$ cat config.mk
export PLATFORM = sky130hd
export DESIGN_NAME = midori_inv_affine_pipe
export DESIGN_NICKNAME = d
export VERILOG_FILES = /design/src/rtl/midori_inv_affine_pipe_pkg.sv /design/src/rtl/midori_inv_affine_share.sv /design/src/rtl/midori_inv_affine_pipe.sv
export SDC_FILE = /design/constraint.sdc
export NUM_CORES = 1
export LEC_CHECK = 0
export BUFFER_PORTS_ARGS = -buffer_cell sky130_fd_sc_hd__buf_2
export CAP_MARGIN = 20
export CELL_PAD_IN_SITES_DETAIL_PLACEMENT = 1
export CELL_PAD_IN_SITES_GLOBAL_PLACEMENT = 1
export CORE_ASPECT_RATIO = 0.9
export CORE_MARGIN = 1
export CORE_UTILIZATION = 25
export CTS_CLUSTER_DIAMETER = 120
export DETAILED_ROUTE_END_ITERATION = 10
export GPL_TIMING_DRIVEN = 1
export PLACE_DENSITY = 0.63
export SKIP_CTS_REPAIR_TIMING = 1
export SYNTH_ARGS = -nofsm -noshare
export SYNTH_HDL_FRONTEND = slang
export SYNTH_SLANG_ARGS = --single-unit
$ cat constraint.sdc
create_clock -name clk -period 2.3 [get_ports clk]
set_input_delay 0.115 -clock clk [delete_from_list [all_inputs] [get_ports clk]]
set_output_delay 0.115 -clock clk [all_outputs]
set_load 0.01 [all_outputs]
$ cat src/rtl/midori_inv_affine_pipe_pkg.sv
// Shared definitions for the Midori inverse-affine share pipeline:
// affine select encodings and the number of shares.
package midori_inv_affine_pipe_pkg;

  typedef enum logic [1:0] {
    SEL_BYPASS = 2'd0,
    SEL_IN     = 2'd1,
    SEL_OUT    = 2'd2,
    SEL_MID    = 2'd3
  } sel_e;

  localparam int NUM_SHARES = 3;

endpackage

$ cat src/rtl/midori_inv_affine_share.sv
// Combinational inverse affine map for one share; the only share-dependent
// difference is which share carries the complemented constant bit.
module midori_inv_affine_share
  import midori_inv_affine_pipe_pkg::*;
#(
  parameter int SHARE_IDX = 1
) (
  input  sel_e       sel,
  input  logic [3:0] x,
  output logic [3:0] y
);

  // Constant-one terms are injected into exactly one share so the XOR of shares is correct.
  localparam logic OUT_FLIP = (SHARE_IDX == 3);
  localparam logic MID_FLIP = (SHARE_IDX == 1);

  always_comb begin
    y = x;
    case (sel)
      SEL_BYPASS: y = x;
      SEL_IN:     y = {x[2], x[3] ^ x[1], x[0], x[1]};
      SEL_OUT:    y = {x[2] ^ x[0], x[0], x[3] ^ OUT_FLIP, x[1]};
      SEL_MID:    y = {x[0] ^ x[1], x[3] ^ x[2] ^ MID_FLIP, x[1], x[2]};
      default:    y = x;
    endcase
  end

endmodule

$ cat src/rtl/midori_inv_affine_pipe.sv
// Two-stage valid/ready pipeline applying a selectable Midori inverse affine
// map to three isolated shares, with a saturating count of emitted results.
module midori_inv_affine_pipe
  import midori_inv_affine_pipe_pkg::*;
#(
  parameter int DEPTH_CNT = 8
) (
  input  logic                 clk,
  input  logic                 rst,
  input  logic                 in_valid,
  output logic                 in_ready,
  input  logic [1:0]           in_sel,
  input  logic [3:0]           x1,
  input  logic [3:0]           x2,
  input  logic [3:0]           x3,
  output logic                 out_valid,
  input  logic                 out_ready,
  output logic [3:0]           y1,
  output logic [3:0]           y2,
  output logic [3:0]           y3,
  output logic [DEPTH_CNT-1:0] tx_count
);

  logic                             a_valid_q, a_valid_d;
  sel_e                             a_sel_q, a_sel_d;
  logic [NUM_SHARES-1:0][3:0]       a_x_q, a_x_d;
  logic                             b_valid_q, b_valid_d;
  logic [NUM_SHARES-1:0][3:0]       b_y_q, b_y_d;
  logic [NUM_SHARES-1:0][3:0]       map_y;
  logic [DEPTH_CNT-1:0]             tx_q, tx_d;
  logic                             a_adv;
  logic                             b_adv;

  // Each share gets its own map instance fed only by its own stage-A register.
  for (genvar i = 0; i < NUM_SHARES; i++) begin : g_share
    midori_inv_affine_share #(
      .SHARE_IDX(i + 1)
    ) u_share (
      .sel(a_sel_q),
      .x  (a_x_q[i]),
      .y  (map_y[i])
    );
  end

  assign b_adv = !b_valid_q || out_ready;
  assign a_adv = !a_valid_q || b_adv;

  always_comb begin
    a_valid_d = a_valid_q;
    a_sel_d   = a_sel_q;
    a_x_d     = a_x_q;
    b_valid_d = b_valid_q;
    b_y_d     = b_y_q;
    tx_d      = tx_q;

    if (a_adv) begin
      a_valid_d = in_valid;
      if (in_valid) begin
        a_sel_d  = sel_e'(in_sel);
        a_x_d[0] = x1;
        a_x_d[1] = x2;
        a_x_d[2] = x3;
      end
    end

    if (b_adv) begin
      b_valid_d = a_valid_q;
      if (a_valid_q) begin
        b_y_d = map_y;
      end
    end

    if (b_valid_q && out_ready && (tx_q != {DEPTH_CNT{1'b1}})) begin
      tx_d = tx_q + 1'b1;
    end
  end

  always_ff @(posedge clk) begin
    if (rst) begin
      a_valid_q <= 1'b0;
      a_sel_q   <= SEL_BYPASS;
      a_x_q     <= '0;
      b_valid_q <= 1'b0;
      b_y_q     <= '0;
      tx_q      <= '0;
    end else begin
      a_valid_q <= a_valid_d;
      a_sel_q   <= a_sel_d;
      a_x_q     <= a_x_d;
      b_valid_q <= b_valid_d;
      b_y_q     <= b_y_d;
      tx_q      <= tx_d;
    end
  end

  assign in_ready  = a_adv;
  assign out_valid = b_valid_q;
  assign y1        = b_y_q[0];
  assign y2        = b_y_q[1];
  assign y3        = b_y_q[2];
  assign tx_count  = tx_q;

endmodule

Word level (Yosys, flattened, before mapping)

Index checks and enable logic that the tools add are counted.

Bitwise logic cells: 14
Multiplexer cells: 3
Reduce and logical (&&, ||, !) cells: 9
$add $sub $neg: 1
Eq/ne operators: 4
Multiply operators: 0
Div/mod/pow operators: 0
Shift operators: 0
Order comparisons: 0

Operators with widths:

| operator                                                         | count |
|---|---|
| 4-bit case mux with 4 select lines                               | 3 |
| 1-bit XOR                                                        | 12 |
| 8-bit by 1-bit adder with 8-bit output (second input constant)   | 1 |
| 8-bit != test (second input constant)                            | 1 |
| 2-bit == test (second input constant)                            | 2 |
| 2-bit AND reduction                                              | 2 |
| 2-bit by 1-bit == test with 1-bit output (second input constant) | 1 |
| 1-bit logical AND                                                | 2 |
| 1-bit zero test                                                  | 2 |
| 2-bit zero test                                                  | 1 |
| 1-bit logical OR                                                 | 2 |
| 1-bit NOT                                                        | 2 |

Output and inout bits: 22
Flip-flop bits (word level): 36
Word-level logic and storage cells: 41
Memories: 0
Latch bits: 0
Bits in read-only memories: 0
Memory bits (writable): 0
Bits of input ports: 18

Logic depth before layout (Yosys ltp)

Gate-level depths: netlist (run 1).

Depth after elaboration: 4
Gate-level depth with buffers: 6
Depth with buffers taken out: 5

Hierarchy

Synthesis (run 1) repeated with hierarchy kept, for this count alone.

Cell total of the unflattened synthesis: 215
Area total of the unflattened synthesis: 1959.4 um2

By module, submodules not included:

| module                                        | instances | cells an instance | seq. area each (um2) | area each (um2) |
|---|---|---|---|---|
| midori_inv_affine_pipe                        | 1         | 175               | 720.7                | 1542.7 |
| midori_inv_affine_share at g_share[1].u_share | 1         | 13                | 0.0                  | 145.1 |
| midori_inv_affine_share at g_share[0].u_share | 1         | 12                | 0.0                  | 138.9 |
| midori_inv_affine_share at g_share[2].u_share | 1         | 15                | 0.0                  | 132.6 |

Worst setup path before layout (run 1)

Ideal clock, no wire load.

Path type: register to register
From: register tx_q[0] (netlist: tx_count[0])
To: register tx_q[5] (netlist: tx_count[5])
Data required time: 2.184 ns
Stages on the path, launching flop included: 6
Path buffers: 0
Library setup time: 0.116 ns
Clock period less this slack: 1.507 ns
Slack: 0.793 ns
Data arrival time: 1.391 ns
Path through: dfxtp_1 ha_1 and3_1 a211oi_2 a21oi_1 a31o_2

Cells in the longest elaborated chain, start to end: 2
Elaborated cells on any way between the ends: 3
Classes of those cells: add/sub: 1; eq/ne: 1; reduce/logical: 1

Ends and longest elaborated chain:

| item                                                                                           | line                         | source |
|---|---|---|
| from (decl)                                                                                    | midori_inv_affine_pipe.sv:30 | `logic [DEPTH_CNT-1:0] tx_q, tx_d;` |
| from (signal assigned)                                                                         | midori_inv_affine_pipe.sv:92 | `tx_q <= tx_d;` |
| parallel branches: the longest is 2 deep, another holds 8-bit by 1-bit adder with 8-bit output | n/a                          |  |

Several ways; the timed one is not identified.
A chain may end at the register's enable or synchronous reset.

Final worst setup path (run 1)

From: register a_sel_q[1]
To: register b_y_q (netlist bit y3[1])

Cells in the longest elaborated chain, start to end: 2
Elaborated cells on any way between the ends: 5
Classes of those cells: eq/ne: 3; mux: 1; reduce/logical: 1

Ends and longest elaborated chain:

| item                                  | line                          | source |
|---|---|---|
| from (decl)                           | midori_inv_affine_pipe.sv:25  | `sel_e a_sel_q, a_sel_d;` |
| from (signal assigned)                | midori_inv_affine_pipe.sv:88  | `a_sel_q <= a_sel_d;` |
| 2-bit == test (tied with other cells) | midori_inv_affine_share.sv:19 | `case (sel)` |
| 4-bit case mux with 4 select lines *  | midori_inv_affine_share.sv:19 |  |
| to (signal assigned)                  | midori_inv_affine_pipe.sv:91  | `b_y_q <= b_y_d;` |
| to (decl)                             | midori_inv_affine_pipe.sv:28  | `logic [NUM_SHARES-1:0][3:0] b_y_q, b_y_d;` |

Mark *: on every way between the ends. The rest lies on a longest branch, timed or not.

==> flow_metrics.tcl, run 1 <==
set metrics [dict create \
    initial_core_util_pct 25.97 \
    drt-wirelength-per-cell_um 13.81 \
    die_w_um 92.60 \
    pin_count 40 \
    clockBufferDepth 2 \
    syn_inst 228 \
    slowest_delay_ns 0.59 \
    setup_ws_ns 0.7325 \
    layout-drive-gt1-share_pct 21.29 \
    required_ns 2.50 \
    grt_max_degree 21 \
    pre_cts_slack_ns 0.7479 \
    cp-start-kind "flop" \
    synth-main-ff-cell "dfxtp_1" \
    fmax_mhz 638.0 \
    dpl.cell_count 348 \
    yosys.area.top_type_share_pct 39.02 \
    seqCellArea_um2 720.7 \
    crit_fanout 14 \
    gr-usage-all-layers_pct 13.71 \
    fin_skew_ns 0.001541 \
    insertion_delay_ns 0.28 \
    antenna_cells 0 \
    cts_tree "built" \
    timing_hold_violations_final 0 \
    synth_cell_type_count 41 \
    grt.met2_usage_pct 20.20 \
    fin_hold_ws_ns 0.07670 \
    core-area_um2 7112 \
    synth.most_common_cell "dfxtp_1" \
    grt_overflow 0 \
    cts-buffers-inserted 5 \
    synth_area_leader_cell "dfxtp_1" \
    drc 0 \
    powerDensity_nw_per_um2 597.8 \
    rsz0062_at_grt "false" \
    multi_input_area_um2 1013 \
    ys_ff_latch 36 \
    grt_busiest_layer "met2" \
    io_buffers 39 \
    fp.dieArea_um2 7735 \
    first_global_vias 1688 \
    synth_enable_flop_cells 0 \
    root_buffer "clkbuf_8" \
    grt_use_met1_pct 20.02 \
    die_h_um 83.54 \
    yosysSeqAreaShare_pct 39.02 \
    drtIter0Drc 82 \
    drt.antenna.violating_nets 0 \
    final_net_count 281 \
    drt_pass1_iterations 4 \
    path_class "reg2reg" \
    synth_area_leaders "dfxtp_1, a21oi_1, nand2_1" \
    period_minus_slack_ns 1.568 \
    async_flop_share_pct 0 \
    end_kind "flop" \
    synth_nets 247 \
    relSlewSlack_pct 68.38 \
    clkTransAtPathRegs_ns 0.07 \
    min_period_over_period_pct 68.15 \
    via_per_inst 4.801 \
    h-tree-depth 2 \
    fin_cells 356 \
    cap_violations 0 \
    ys_warn_count 0 \
    gr-usage-met3_pct 2.550 \
    crit_slowest_cell "dfxtp_1" \
    num_vias 1709 \
    synth_area_per_cell_um2 8.100 \
    fill_cells 914 \
    hold_path_class "in2reg" \
    routed_wl_um 4918 \
    mappedNetlistArea_um2 1847 \
    setup_viol 0 \
    dp_hpwl_um 3695 \
    rows 29 \
    syn2layout_area_growth_pct 18.90 \
    slew_viol_final 0 \
    synth_commonest_cells "dfxtp_1, nand2_1, a21oi_1" \
    cp_data_arrival_time_ns 1.76 \
    run_status "finished clean" \
    grt_pass1_wl_um 8445 \
    cellLeakagePower_nw 0.8246 \
    antenna_found_initial 0 \
    gp_congestion 0.7945 \
    clock_sinks 36 \
    path_cells "nand2b_1, and2_1, a21oi_1, a211oi_1" \
    vdd_drop_max_mv 0.2047 \
    worst_slew_pin_slew_ns 0.4732 \
    tns_ns 0 \
]
[layout make-up]
type	instances	share of cell area, %
Sequential cell	36	32.82
Tap cell	93	5.299
Clock buffer	8	4.103
Timing Repair Buffer	44	10.60
Multi-Input combinational cell	169	46.15
Inverter	6	1.026
[registers in the layout, indices dropped and copies added, names as in the netlist]
| name | flops |
|---|---|
| y2 | 4 |
| a_x_q | 12 |
| out_valid | 1 |
| y1 | 4 |
| y3 | 4 |
| tx_count | 8 |
| a_valid_q | 1 |
| a_sel_q | 2 |
[power by group]
group          internal [mW]  total, mW  switching, mW
logic                 0.0726      0.169         0.0965
registers              0.652      0.689         0.0372
clock network          0.244      0.454          0.210
[layer usage]
| layer | share of wire [%] | routed length (um) | vias to the layer above |
|---|---|---|---|
| met5 | 0 | 0 | - |
| met1 | 52 | 2578 | 798 |
| li1 | - | - | 878 |
| met2 | 43 | 2113 | 28 |
| met3 | 3.5 | 172 | 5 |
| met4 | 1.1 | 54 | 0 |
[through the flow]
| stage | utilization, % | instance area (um^2) | total power, mW |
|---|---|---|---|
| floorplan | - | 1847 | 0.8129 |
| global placement | 29.61 | 2106 | 0.8715 |
| detailed placement | 29.61 | 2106 | 0.8749 |
| CTS | 30.88 | 2196 | 1.336 |
| global route | 30.88 | 2196 | 1.394 |
| finish | 30.88 | 2196 | 1.313 |
[final timing paths]
path	start	end	slack, ns	depth (start not counted)
max	a_sel_q[1]	y3[1]	0.73	4
min	x3[3]	a_x_q[11]	0.08	3
max reg2reg	a_sel_q[1]	y3[1]	0.73	4
min reg2reg	y2[1]	y2[1]	0.45	2
[worst max-delay path: cells and delay by family, from the launching register on]
kind	cells	cell delay, ns
compound gates	2	0.33
flops	1	0.59
simple gates	2	0.56
[layout by cell type (no fill, tap or decap), types with 2 or more instances in the layout]
cell | synthesis | layout
clkbuf_8 | 0 | 6
a211oi_1 | 7 | 7
buf_2 | 5 | 39
o211ai_1 | 5 | 5
and2_1 | 2 | 2
buf_4 | 2 | 5
clkbuf_1 | 8 | 2
mux2i_1 | 3 | 3
nand2_1 | 35 | 35
a32oi_1 | 2 | 2
nor3b_1 | 3 | 3
and3_1 | 3 | 3
dfxtp_1 | 36 | 36
inv_1 | 6 | 6
o21ai_0 | 4 | 4
a2bb2oi_1 | 2 | 2
xnor2_1 | 6 | 6
o22a_1 | 3 | 3
a311oi_1 | 2 | 2
a21oi_1 | 27 | 27
nand3_1 | 16 | 16
nor2_1 | 16 | 16
nor2b_1 | 4 | 4
nand2b_1 | 9 | 9
a211o_1 | 2 | 2
o2111ai_1 | 4 | 4
[cell families (layout without fill, tap and decap cells)]
family / count (synthesis) / after routing / synth area share [%]
buf+inv: 23 / 58 / 6.097
flops: 36 / 36 / 39.02
mux: 3 / 3 / 1.626
xor+xnor: 6 / 6 / 2.846
fa+ha+maj: 1 / 1 / 0.6774
simple gates: 94 / 94 / 24.93
compound gates: 65 / 65 / 24.80
No activity file was read; power rests on OpenSTA's default activity.
==> run 2: changes to the inputs <==
Settings changed: ABC_AREA set to 1, PLACE_DENSITY 0.63 to 0.67.
Clock period 2.3 ns to 1.3 ns, I/O delays scaled along.
==> flow_metrics.tcl, run 2 <==
set metrics [dict create \
    layout-drive-gt1-share_pct 26.77 \
    end_kind "flop" \
    synth_area_leader_cell "dfxtp_1" \
    core-area_um2 7112 \
    worst_slew_pin_slew_ns 0.4180 \
    antenna_cells 0 \
    synth.most_common_cell "nand2_1" \
    regMostFlops "a_x_q" \
    r2r_cells 6 \
    drtIter0Drc 35 \
    routed_wl_um 5519 \
    initial_core_util_pct 26.04 \
    synth_nets 285 \
    fmax_mhz 817.9 \
    fin_total_pwr_mw 2.338 \
    antenna_found_initial 0 \
    r2r-end "tx_count[4]" \
    fin_cells 403 \
    synth_cell_type_count 28 \
    cp-start-kind "flop" \
    synth_area_per_cell_um2 6.962 \
    clockBufferDepth 2 \
    pin_count 40 \
    drc 0 \
    clock_sinks 36 \
    period_minus_slack_ns 1.223 \
    fin_skew_ns 0.002723 \
    yosys.area_share.simple_pct 29.05 \
    grt_overflow 0 \
    path_class "reg2reg" \
    crit_slowest_cell "dfxtp_2" \
    io_buffers 39 \
    num_vias 1930 \
    yosys.area.top_type_share_pct 38.92 \
    first_global_vias 1983 \
    syn_inst 266 \
    fp.dieArea_um2 7756 \
    gp_congestion 0.7817 \
    syn2layout_area_growth_pct 23.99 \
    final_net_count 331 \
    synth_compound_area_share_pct 20.54 \
    final_cell_mix "nand2_1, buf_2, a21oi_1" \
    critPathLaunch "tx_count[1]" \
    relSlewSlack_pct 72.09 \
    yosysSeqAreaShare_pct 38.92 \
    cp_data_arrival_time_ns 1.44 \
    async_flop_share_pct 0 \
    setup.worst_path.end "tx_count[4]" \
    dp_hpwl_um 3997 \
    cap_violations 0 \
    muxShareOfSynthArea_pct 0 \
    mappedNetlistArea_um2 1852 \
    synth_xor_area_share_pct 1.419 \
    grt_max_degree 28 \
    required_ns 1.51 \
    setup_viol 0 \
    die_w_um 92.72 \
    topRoutingLayerUsed "met4" \
    synth_commonest_cells "nand2_1, a21oi_1, dfxtp_1" \
    met3_length_um 189 \
    r2r_slack_ns 0.08 \
    synth-main-ff-cell "dfxtp_1" \
    reg2reg_from "tx_count[1]" \
    dpl.cell_count 397 \
    cts-buffers-inserted 5 \
    insertion_delay_ns 0.28 \
    via_per_inst 4.789 \
    crit_fanout 4 \
    timing_hold_violations_final 0 \
    route.met2.wl_um 2639 \
    min_period_over_period_pct 94.05 \
    drt.antenna.violating_nets 0 \
    rows 29 \
    ys_warn_count 0 \
    synth_area_leaders "dfxtp_1, nand2_1, a21oi_1" \
    h-tree-depth 2 \
    synth_enable_flop_cells 0 \
    cts_tree "built" \
    mostFrequentLayoutCell "nand2_1" \
    largest_reg_flops 12 \
    clkTransAtPathRegs_ns 0.07 \
    slew_viol_final 0 \
    die_h_um 83.65 \
    path_cells "ha_4, inv_2, nor2_4, xor2_1, nand2_1, a21oi_1" \
    grt_pass1_wl_um 9439 \
    run_status "finished clean" \
    synth_fa_ha_area_share_pct 0.6757 \
    hold_path_class "in2reg" \
    ys_ff_latch 36 \
    drt_pass1_iterations 4 \
    slowest_delay_ns 0.37 \
    root_buffer "clkbuf_8" \
    gr-usage-all-layers_pct 15.28 \
    cellLeakagePower_nw 1.018 \
    powerDensity_nw_per_um2 1019 \
    synth_top_family_by_area "simple AND/OR/NAND/NOR gates" \
    vdd_drop_max_mv 0.4304 \
    drt-wirelength-per-cell_um 13.69 \
    wl_met1_um 2634 \
]
[run 2: changes by cell type after synthesis, moves of 4 or more]
| cell | change |
|---|---|
| a211oi_1 | -7 |
| a21oi_1 | +10 |
| clkbuf_1 | -6 |
| inv_1 | +17 |
| inv_2 | +4 |
| nand2_1 | +19 |
| nand2b_1 | -9 |
| nor2_1 | +10 |
| nor2b_1 | -4 |
| o2111ai_1 | -4 |
| o211ai_1 | -5 |
| o21ai_0 | +20 |
| o21ai_1 | +10 |
| xnor2_1 | -6 |
[run 2: power by group]
group / switching [mW] / internal [mW]
sequential: 0.0558 / 1.17
clock: 0.365 / 0.345
combinational: 0.253 / 0.149
total: 0.673 / 1.66
[run 2: cell families after synthesis]
family                   Yosys count
AO/OA/AOI/OAI                     73
AND/OR/NAND/NOR                  116
flip-flops                        36
XOR/XNOR                           3
buffers and inverters             37
adder cells (fa/ha/maj)            1
[run 2: per-layer routing]
layer / global-route usage (%) / up-vias
met1: 19.81 / 912
met4: 3.217 / 0
met3: 4.007 / 7
li1: - / 974
met2: 25.45 / 37
met5: 0 / -
[run 2: critical path: cells and delay by family (launching register included)]
kind	cells	cell delay, ns
buf+inv	1	0.05
compound gates	1	0.12
xor+xnor	1	0.21
simple gates	2	0.26
flops	1	0.37
fa+ha+maj	1	0.15
[run 2: final cells by class]
type / instances / area (um^2)
tap: 93 / 116.4
multi-input combinational: 194 / 1012
fill: 935 / 4816
clock buffer: 5 / 68.82
inverter: 28 / 107.6
timing repair buffer: 47 / 259.0
sequential: 36 / 732.0
[run 2: metrics by stage]
stage / cell area [um^2] / utilization, % / setup TNS [ns] / hold WS [ns] / worst slack (ns)
global placement: 2157 / 30.33 / 0 / 0.3265 / 0.06141
finish: 2296 / 32.28 / 0 / 0.04425 / 0.07730
floorplan: 1852 / - / 0 / 0.2250 / 0.01963
CTS: 2226 / 31.30 / -0.2218 / 0.03976 / -0.04725
global route: 2296 / 32.28 / -0.01366 / 0.04184 / -0.009777
detailed placement: 2157 / 30.33 / -0.1210 / 0.3391 / -0.03021
[run 2: worst min path at each step]
stage,start,to,cells past startpoint
after CTS,x3[3],a_x_q[11],3
after global routing,x3[3],a_x_q[11],3
after global placement,x3[3],a_x_q[11],3
after floorplan,in_valid,a_x_q[2],2
after detailed placement,x3[3],a_x_q[11],3
final,x3[3],a_x_q[11],3
==> run 3: changes to the inputs <==
Settings changed: MAX_ROUTING_LAYER set to met4.
==> flow_metrics.tcl, run 3 (synthesis gave the netlist of run 2 again) <==
set metrics [dict create \
    run_status "finished clean" \
    slowest_delay_ns 0.43 \
    required_ns 1.47 \
    gr-usage-met3_pct 3.916 \
    path_class "reg2reg" \
    fmax_mhz 818.2 \
    die_h_um 83.65 \
    via_per_inst 4.777 \
    p_int_mw 1.665 \
    h-tree-depth 2 \
    drt_pass1_iterations 4 \
    final_cell_mix "nand2_1, buf_2, a21oi_1" \
    die_w_um 92.72 \
    switching_share_pct 28.76 \
    dpl-instance-area_um2 2157 \
    seqPwrFrac_pct 52.5 \
    tns_ns 0 \
    dp_hpwl_um 3997 \
    end_kind "flop" \
    regMostFlops "a_x_q" \
    drtIter0Drc 33 \
    fin_hold_ws_ns 0.04379 \
    initial_core_util_pct 26.04 \
    vdd_drop_max_mv 0.4297 \
    gp_congestion 0.7924 \
    cp_data_arrival_time_ns 1.39 \
    final_cell_area_um2 2296 \
    syn2layout_area_growth_pct 23.99 \
    cts-buffers-inserted 5 \
    slew_viol_final 0 \
    cap_violations 0 \
    pin_count 40 \
    gr-usage-all-layers_pct 15.70 \
    grt_busiest_layer "met2" \
    final_net_count 331 \
    core-area_um2 7112 \
    largest_reg_flops 12 \
    switching_power_uw 672.2 \
    layout-drive-gt1-share_pct 26.77 \
    power_frac_clock_pct 30.4 \
    grt_use_met1_pct 19.75 \
    clock_sinks 36 \
    path_cells "nand2_1, nor2_4, a21oi_4, o21ai_0, nor2_1" \
    mostFrequentLayoutCell "nand2_1" \
    crit_buf_inv 0 \
    hold_path_class "in2reg" \
    cts_tree "built" \
    io_buffers 39 \
    drt-wirelength-per-cell_um 13.61 \
    first_global_vias 1988 \
    r2r_slack_ns 0.08 \
    routed_wl_um 5484 \
    fp.dieArea_um2 7756 \
    crit_family "flip-flops" \
    fill_cells 935 \
    powerDensity_nw_per_um2 1018 \
    timing_hold_violations_final 0 \
    setup_viol 0 \
    rows 29 \
    root_buffer "clkbuf_8" \
    relSlewSlack_pct 71.21 \
    cp-start-kind "flop" \
    antenna_cells 0 \
    period_minus_slack_ns 1.222 \
    num_vias 1925 \
    fin_skew_ns 0.004090 \
    insertion_delay_ns 0.28 \
    clockBufferDepth 2 \
    crit_slowest_cell "dfxtp_1" \
    min_period_over_period_pct 94.01 \
    crit_fanout 5 \
    cellLeakagePower_nw 1.018 \
    drt.antenna.violating_nets 0 \
    grt.met2_usage_pct 25.52 \
    worst_slew_pin_slew_ns 0.4313 \
    drc 0 \
    grt_max_degree 28 \
    clkTransAtPathRegs_ns 0.07 \
    antenna_found_initial 0 \
    grt_pass1_wl_um 9425 \
    grt_overflow 0 \
    power.share.combinational_pct 17.2 \
]
## run 3: cell counts in the layout (fill, tap and decap cells not counted)
Identical to the previous run, type by type.
## run 3: worst register-to-register path, cell delays in order (launching register included)
cell	delay, ns
dfxtp_1	0.43
nand2_1	0.13
nor2_4	0.19
a21oi_4	0.10
o21ai_0	0.21
nor2_1	0.06
## run 3: area by class of cell
type | count | area (um^2) | area share, %
Timing Repair Buffer | 47 | 259.0 | 11.28
Inverter | 28 | 107.6 | 4.687
Clock buffer | 5 | 68.82 | 2.997
Sequential cell | 36 | 732.0 | 31.88
Multi-Input combinational cell | 194 | 1012 | 44.09
Tap cell | 93 | 116.4 | 5.068
## run 3: through the flow
step	total power [mW]	worst slack, ns	util (%)	cells
finish	2.337	0.07784	32.28	403
global route	2.484	-0.009777	32.28	403
CTS	2.357	-0.04725	31.30	402
detailed placement	1.643	-0.03021	30.33	397
global placement	1.635	0.06141	30.33	397
floorplan	1.507	0.01963	-	266
## run 3: power groups by stage
stage	Sequential [mW]	Combinational (mW)	Clock (mW)
3_3_place_gp	1.25	0.388	0
5_1_grt	1.23	0.461	0.789
4_1_cts	1.22	0.397	0.737
3_5_place_dp	1.25	0.395	0
2_1_floorplan	1.25	0.256	0
6_report	1.23	0.401	0.710
## run 3: worst paths after layout
check,cells past startpoint,to,startpoint
max,5,tx_count[1],tx_count[6]
max reg2reg,5,tx_count[1],tx_count[6]
min reg2reg,2,tx_count[2],tx_count[2]
min,3,a_x_q[11],x3[3]
## run 3: routing by layer
metal,wire length (um),share of wire [%]
met5,0,0
met2,2627,48
met3,178,3.2
met4,59,1.1
met1,2618,48
